==> config.mk <==
export PLATFORM = sky130hd
export DESIGN_NAME = snake_head_stepper
export DESIGN_NICKNAME = d
export VERILOG_FILES = /design/src/rtl/snake_head_stepper.sv
export SDC_FILE = /design/constraint.sdc
export NUM_CORES = 1
export LEC_CHECK = 0
export ABC_AREA = 0
export CORE_ASPECT_RATIO = 0.7
export CORE_MARGIN = 4
export CORE_UTILIZATION = 59
export DETAILED_ROUTE_END_ITERATION = 10
export HOLD_SLACK_MARGIN = 0.1
export PLACE_DENSITY = 0.82
export SKIP_CTS_REPAIR_TIMING = 1
export SLEW_MARGIN = 30
export SYNTH_ARGS = -nofsm -noshare
export SYNTH_HDL_FRONTEND = slang
export SYNTH_SLANG_ARGS = --single-unit
==> constraint.sdc <==
create_clock -name sys_clk -period 3.1 [get_ports sys_clk]
set_input_delay 0.93 -clock sys_clk [delete_from_list [all_inputs] [get_ports sys_clk]]
set_output_delay 0.93 -clock sys_clk [all_outputs]
set_load 0.01 [all_outputs]
==> src/rtl/snake_head_stepper.sv <==
// Snake head stepper: advances the head one cell per game tick, with a two-entry turn queue.
// Optional SNAKE_WALL_DEATH_EN: a step that would wrap ends the game instead of wrapping.
module snake_head_stepper #(
  parameter int GRID_W      = 40,
  parameter int GRID_H      = 30,
  parameter int X_W         = 6,
  parameter int Y_W         = 6,
  parameter int STEP_CYCLES = 5_000_000,
  parameter int CNT_W       = 23,
  parameter int START_X     = 20,
  parameter int START_Y     = 15
) (
  input  logic           sys_clk,
  input  logic           sys_rst,
  input  logic           start,
  input  logic           pause,
  input  logic [1:0]     dir_in,
  input  logic           dir_valid,
  output logic [X_W-1:0] head_x,
  output logic [Y_W-1:0] head_y,
  output logic [1:0]     cur_dir,
  output logic           step_pulse,
  output logic           running,
  output logic           game_over
);

  typedef enum logic [1:0] {S_IDLE = 2'd0, S_RUN = 2'd1, S_PAUSED = 2'd2, S_OVER = 2'd3} state_t;

  localparam logic [1:0]       DIR_TOP   = 2'b00;
  localparam logic [1:0]       DIR_DOWN  = 2'b01;
  localparam logic [1:0]       DIR_LEFT  = 2'b10;
  localparam logic [1:0]       DIR_RIGHT = 2'b11;
  localparam logic [X_W-1:0]   X_MAX     = X_W'(GRID_W - 1);
  localparam logic [Y_W-1:0]   Y_MAX     = Y_W'(GRID_H - 1);
  localparam logic [X_W-1:0]   X_START   = X_W'(START_X);
  localparam logic [Y_W-1:0]   Y_START   = Y_W'(START_Y);
  localparam logic [CNT_W-1:0] CNT_LAST  = CNT_W'(STEP_CYCLES - 1);

  state_t           state_q, state_d;
  logic [CNT_W-1:0] timer_q, timer_d;
  logic [X_W-1:0]   x_q, x_d, nx_s;
  logic [Y_W-1:0]   y_q, y_d, ny_s;
  logic [1:0]       dir_q, dir_d, q0_q, q0_d, q1_q, q1_d, cnt_q, cnt_d;
  logic [1:0]       new_dir_s, ref_dir_s;
  logic             pulse_q, pulse_d, run_q, run_d, over_q, over_d;
  logic             tick_s, wrap_s, die_s, accept_s;

  // State register and registered outputs
  always_ff @(posedge sys_clk or posedge sys_rst) begin
    if (sys_rst) begin
      state_q <= S_IDLE;
      timer_q <= {CNT_W{1'b0}};
      x_q     <= X_START;
      y_q     <= Y_START;
      dir_q   <= DIR_TOP;
      q0_q    <= DIR_TOP;
      q1_q    <= DIR_TOP;
      cnt_q   <= 2'd0;
      pulse_q <= 1'b0;
      run_q   <= 1'b0;
      over_q  <= 1'b0;
    end else begin
      state_q <= state_d;
      timer_q <= timer_d;
      x_q     <= x_d;
      y_q     <= y_d;
      dir_q   <= dir_d;
      q0_q    <= q0_d;
      q1_q    <= q1_d;
      cnt_q   <= cnt_d;
      pulse_q <= pulse_d;
      run_q   <= run_d;
      over_q  <= over_d;
    end
  end

  // Next-state: tick timer, step/wrap, turn queue pop-then-push
  always_comb begin
    state_d = state_q;
    timer_d = timer_q;
    x_d     = x_q;
    y_d     = y_q;
    dir_d   = dir_q;
    q0_d    = q0_q;
    q1_d    = q1_q;
    cnt_d   = cnt_q;
    pulse_d = 1'b0;
    over_d  = over_q;
    nx_s    = x_q;
    ny_s    = y_q;
    wrap_s  = 1'b0;

    tick_s    = (timer_q == CNT_LAST);
    new_dir_s = (cnt_q != 2'd0) ? q0_q : dir_q;
    // With one entry the tail is q0, which new_dir_s already selects.
    ref_dir_s = (cnt_q == 2'd2) ? q1_q : new_dir_s;
    // Opposite directions differ only in bit 0.
    accept_s  = dir_valid && (dir_in != ref_dir_s) && ((dir_in ^ ref_dir_s) != 2'b01)
                && (cnt_q != 2'd2);

    case (new_dir_s)
      DIR_TOP: begin
        wrap_s = (y_q == {Y_W{1'b0}});
        ny_s   = wrap_s ? Y_MAX : y_q - Y_W'(1);
      end
      DIR_DOWN: begin
        wrap_s = (y_q == Y_MAX);
        ny_s   = wrap_s ? {Y_W{1'b0}} : y_q + Y_W'(1);
      end
      DIR_LEFT: begin
        wrap_s = (x_q == {X_W{1'b0}});
        nx_s   = wrap_s ? X_MAX : x_q - X_W'(1);
      end
      DIR_RIGHT: begin
        wrap_s = (x_q == X_MAX);
        nx_s   = wrap_s ? {X_W{1'b0}} : x_q + X_W'(1);
      end
      default: wrap_s = 1'b0;
    endcase

`ifdef SNAKE_WALL_DEATH_EN
    die_s = tick_s && wrap_s;
`else
    die_s = 1'b0;
`endif

    case (state_q)
      S_IDLE, S_OVER: begin
        if (start) begin
          state_d = S_RUN;
          timer_d = {CNT_W{1'b0}};
          x_d     = X_START;
          y_d     = Y_START;
          dir_d   = DIR_TOP;
          cnt_d   = 2'd0;
          over_d  = 1'b0;
        end else begin
          state_d = state_q;
        end
      end
      S_RUN: begin
        timer_d = tick_s ? {CNT_W{1'b0}} : timer_q + CNT_W'(1);
        if (die_s) begin
          over_d = 1'b1;
        end else if (tick_s) begin
          dir_d   = new_dir_s;
          x_d     = nx_s;
          y_d     = ny_s;
          pulse_d = 1'b1;
          if (cnt_q != 2'd0) begin
            q0_d  = q1_q;
            cnt_d = cnt_q - 2'd1;
          end else begin
            cnt_d = cnt_q;
          end
        end else begin
          pulse_d = 1'b0;
        end
        if (accept_s) begin
          if (cnt_d == 2'd0) begin
            q0_d = dir_in;
          end else begin
            q1_d = dir_in;
          end
          cnt_d = cnt_d + 2'd1;
        end else begin
          cnt_d = cnt_d;
        end
        if (die_s) begin
          state_d = S_OVER;
        end else if (pause) begin
          state_d = S_PAUSED;
        end else begin
          state_d = S_RUN;
        end
      end
      S_PAUSED: state_d = pause ? S_PAUSED : S_RUN;
      default:  state_d = S_IDLE;
    endcase

    run_d = (state_d == S_RUN);
  end

  assign head_x     = x_q;
  assign head_y     = y_q;
  assign cur_dir    = dir_q;
  assign step_pulse = pulse_q;
  assign running    = run_q;
  assign game_over  = over_q;

endmodule
==> summary.md <==
The instance count along the most critical hold path was 1; the net count reported at finish was 427. Synthesis produced a netlist with a net count of 405. The tools report the fill cell instance count of the final layout as 417.

The flow ran to the end, and the final reports show no timing, DRC or antenna violations. The clock net in this run drives a total of 47 sinks. Clock-pin slew on the worst setup and hold paths: 0.09 ns. For this block, the initial DRC count from the detailed router was 354. The horizontal die dimension came out at 97.2 um. Critical path endpoint category: a register. The worst setup path is launched from a register. The analysis attributes to net switching a power of 1.45 mW. The first-pass GRT wire length is 13900 um, and the post-synthesis area per instance is 8.47 um2. Ranked by total cell area, the synthesized netlist is headed by sky130_fd_sc_hd__dfrtp_1 (31%), sky130_fd_sc_hd__o21ai_0 (5.3%), sky130_fd_sc_hd__nor2_1 (4.9%). The area share of the leading cell type in the synthesized netlist is 0.312. The synthesized design contains 0 enable-type register cells.

The switching fraction of total power is 0.462. 0 antenna diodes ended up in the layout. The number of instances in the placed design was 475. For the Yosys warning count, the log shows 0. The initial core utilization was 0.618. The final instance count without filler cells is 483, and the final sum of negative setup slack is 0 ns.

The async set or reset register ratio after synthesis is 1.00. Dividing total power by cell area gives a power density of 847 nW/um2. The number of buffers added on ports was 22; the final max-slew violation count was 0. Measured along the y axis, the die boundary spans 70.4 um.

For the total routing resource utilization after global routing, the log shows 0.245. The clock arrives with 0.0129 ns of skew. The wire-length estimate of the detail-placed layout is 6000 um. Traced cell by cell, the critical path runs through or4b_4 > or4_4 > nor4_2 > a21oi_1 > ha_1 > nand3b_1 > or4b_1 > nand3_1. The logs give 2 for the count of H-tree levels built during CTS and 0.319 for the share of power burned in registers. Counting flops and latches in the post-synthesis netlist gives 47. The data arrival time of the critical path came out at 3.18 ns.

Max-cap violations in this run came to 0. For the number of buffers inserted during clock tree synthesis, the log shows 5. For the maximum vdd drop, the log shows 0.383 mV.

Static timing analysis puts the maximum clock frequency at 0.341 GHz. In this design, the stage delay of the slowest critical-path cell is 0.58 ns. Number of buffers on the longest clock path: 2.

Sorting the synthesized cells by how often they occur yields sky130_fd_sc_hd__nor2_1 (43), sky130_fd_sc_hd__dfrtp_1 (41), sky130_fd_sc_hd__nand2_1 (41), sky130_fd_sc_hd__o21ai_0 (35), sky130_fd_sc_hd__nand3_1 (20). At the pin with the least slew margin, the transition time is 0.755 ns. The cell type of the slowest stage on the worst timing path is sky130_fd_sc_hd__or4_4. The first TritonRoute pass finished after 5 iterations. Entering global routing, the biggest net connects 27 pins. TritonCTS built the clock tree. The final cycle utilization of the critical path came out at 0.945.

The most common cell in the synthesized netlist is sky130_fd_sc_hd__nor2_1. In the synthesized netlist, the number of instances is 388. After global routing the overflow that remains totals 0. The logs give 3109 for the detailed-route via count and 3290 um2 for the cell area after technology mapping. The leakage power of the design is 1.48 nW. The initial antenna violation count came out at 0. Clock latency on the worst-skew pair, taken at its later pin, is 0.31 ns. The library cell with the largest summed area after synthesis was sky130_fd_sc_hd__dfrtp_1. The smallest clock period supported by the final layout is computed as 2.93 ns. The total area inside the core boundary comes to 5310 um2. The count of unique library cells instantiated by Yosys was 67. In the routed design, unresolved DRC markers number 0. The run gives 0.536 as the combinational share of power.

The path class of the tightest hold or removal check is reg2reg. For the total die area, the log shows 6850 um2. For the share of the yosys chip area belonging to registers, the log shows 0.360. Setup violations remaining at the end of the flow were counted as 0.

From synthesis to final layout, the design area changed by 12.6%. After detailed routing, the average wire length per cell comes to 16.9 um. The tools report the worst slew margin relative to its limit as 0.492. The tools report the final antenna-violating net count as 0.

Of all nets on the critical path, the largest fanout is 6. The share of layout cells above drive strength 1 was 0.0998; the via density per instance was 6.44. The final estimated routing congestion in global placement is 0.960. 24 I/O pins were placed. The tools report the floorplan row count as 22.

In the synthesized netlist the dominant register cell turns out to be sky130_fd_sc_hd__dfrtp_1. The logs give 3.35 ns for the data required time at the worst endpoint and 0.145 for the share of total power in the clock network. The wire length after detailed routing came out at 8180 um. The final cell utilization of the core came out at 0.697. Setup repair after global routing left no endpoint under its margin. The number of global-route vias before repair is 2784, and the hold violation total from the final report is 0.

The type of the worst setup path is reg2reg. The number of cells on the worst reg-to-reg path is 8. Internal power comes to 1.68 mW. In this run the clock root is driven by a sky130_fd_sc_hd__clkbuf_8.
==> worst paths after layout <==
kind	start	end	slack, ns
hold / removal	q1_q[0]$_DFFE_PP0P_	q1_q[0]$_DFFE_PP0P_	0.52
hold reg to reg	q1_q[0]$_DFFE_PP0P_	q1_q[0]$_DFFE_PP0P_	0.52
max in group asynchronous	sys_rst	head_y[2]$_DFFE_PP1P_	1.45
setup reg to reg	timer_q[20]$_DFFE_PP0P_	q0_q[1]$_DFFE_PP0P_	0.17
setup / recovery	timer_q[20]$_DFFE_PP0P_	q0_q[1]$_DFFE_PP0P_	0.17
min in group asynchronous	sys_rst	running$_DFF_PP0_	0.98
==> power by group through the flow <==
stage,sequential (mW),combinational (mW),clock (mW)
after floorplan,0.945,1.17,0
after global placement,0.995,1.59,0
after detailed placement,1.00,1.63,0
after CTS,0.990,1.65,0.458
after global routing,1.03,1.85,0.489
final,0.999,1.68,0.454
==> area by class of cell <==
class | instances | area, um2 | share of cell area
clock buffer | 6 | 72.6 | 0.0196
inverter | 16 | 60.1 | 0.0162
clock inverter | 2 | 37.5 | 0.0101
sequential | 47 | 1180 | 0.320
tap | 72 | 90.1 | 0.0243
timing repair buffer | 31 | 288 | 0.0778
multi-input combinational | 309 | 1970 | 0.532
==> critical path, delay by kind of cell (launching register included) <==
| family | cells | cell delay (ns) |
|---|---|---|
| compound gates | 1 | 0.09 |
| fa+ha+maj | 1 | 0.23 |
| flops | 1 | 0.43 |
| simple gates | 6 | 2.11 |
==> state kept, by name (all words and copies together) (netlist names) <==
| register | cells |
|---|---|
| q1_q | 2 |
| cnt_q | 2 |
| cur_dir | 2 |
| head_x | 6 |
| timer_q | 23 |
| state_q | 2 |
| running | 1 |
| head_y | 6 |
| step_pulse | 1 |
| q0_q | 2 |
==> cells by family after synthesis <==
| kind of cell | Yosys count | synth area share |
|---|---|---|
| simple gates | 176 | 0.288 |
| other cells | 1 | 0.00114 |
| buf+inv | 32 | 0.0434 |
| xor+xnor | 12 | 0.0320 |
| mux | 13 | 0.0415 |
| fa+ha+maj | 10 | 0.0381 |
| flops | 47 | 0.360 |
| compound gates | 97 | 0.195 |
==> per-stage QoR <==
| stage | cell area [um2] | worst slack (ns) | hold WS (ns) | total power [mW] |
|---|---|---|---|---|
| 5_1_grt | 3700 | 0.0135 | 0.540 | 3.36 |
| 3_5_place_dp | 3580 | 0.103 | 0.494 | 2.64 |
| 4_1_cts | 3690 | 0.0745 | 0.515 | 3.10 |
| 2_1_floorplan | 3290 | 0.332 | 0.471 | 2.12 |
| 6_report | 3700 | 0.169 | 0.516 | 3.13 |
| 3_3_place_gp | 3580 | 0.229 | 0.493 | 2.59 |
==> per-layer routing <==
layer / GRT usage / up-vias / share of wire
met5: 0 / - / 0
met1: 0.385 / 1464 / 0.47
li1: - / 1464 / -
met4: 0.0561 / 0 / 0.010
met2: 0.338 / 168 / 0.41
met3: 0.0519 / 13 / 0.10
==> cell usage in the layout, fill, tap and decap left out, types with 6 or more instances in the layout <==
cell type / count
sky130_fd_sc_hd__o21ai_0: 35
sky130_fd_sc_hd__nor4_1: 6
sky130_fd_sc_hd__nor2_1: 43
sky130_fd_sc_hd__buf_4: 9
sky130_fd_sc_hd__nand4_1: 6
sky130_fd_sc_hd__clkdlybuf4s50_1: 22
sky130_fd_sc_hd__nand2_1: 41
sky130_fd_sc_hd__ha_1: 10
sky130_fd_sc_hd__xnor2_1: 10
sky130_fd_sc_hd__a21oi_1: 9
sky130_fd_sc_hd__dfrtp_1: 41
sky130_fd_sc_hd__mux2i_1: 7
sky130_fd_sc_hd__o211ai_1: 6
sky130_fd_sc_hd__dfstp_2: 6
sky130_fd_sc_hd__nand3_1: 20
sky130_fd_sc_hd__inv_1: 14
sky130_fd_sc_hd__nor3_1: 11
Note: power is estimated with default switching activity, not from simulation.
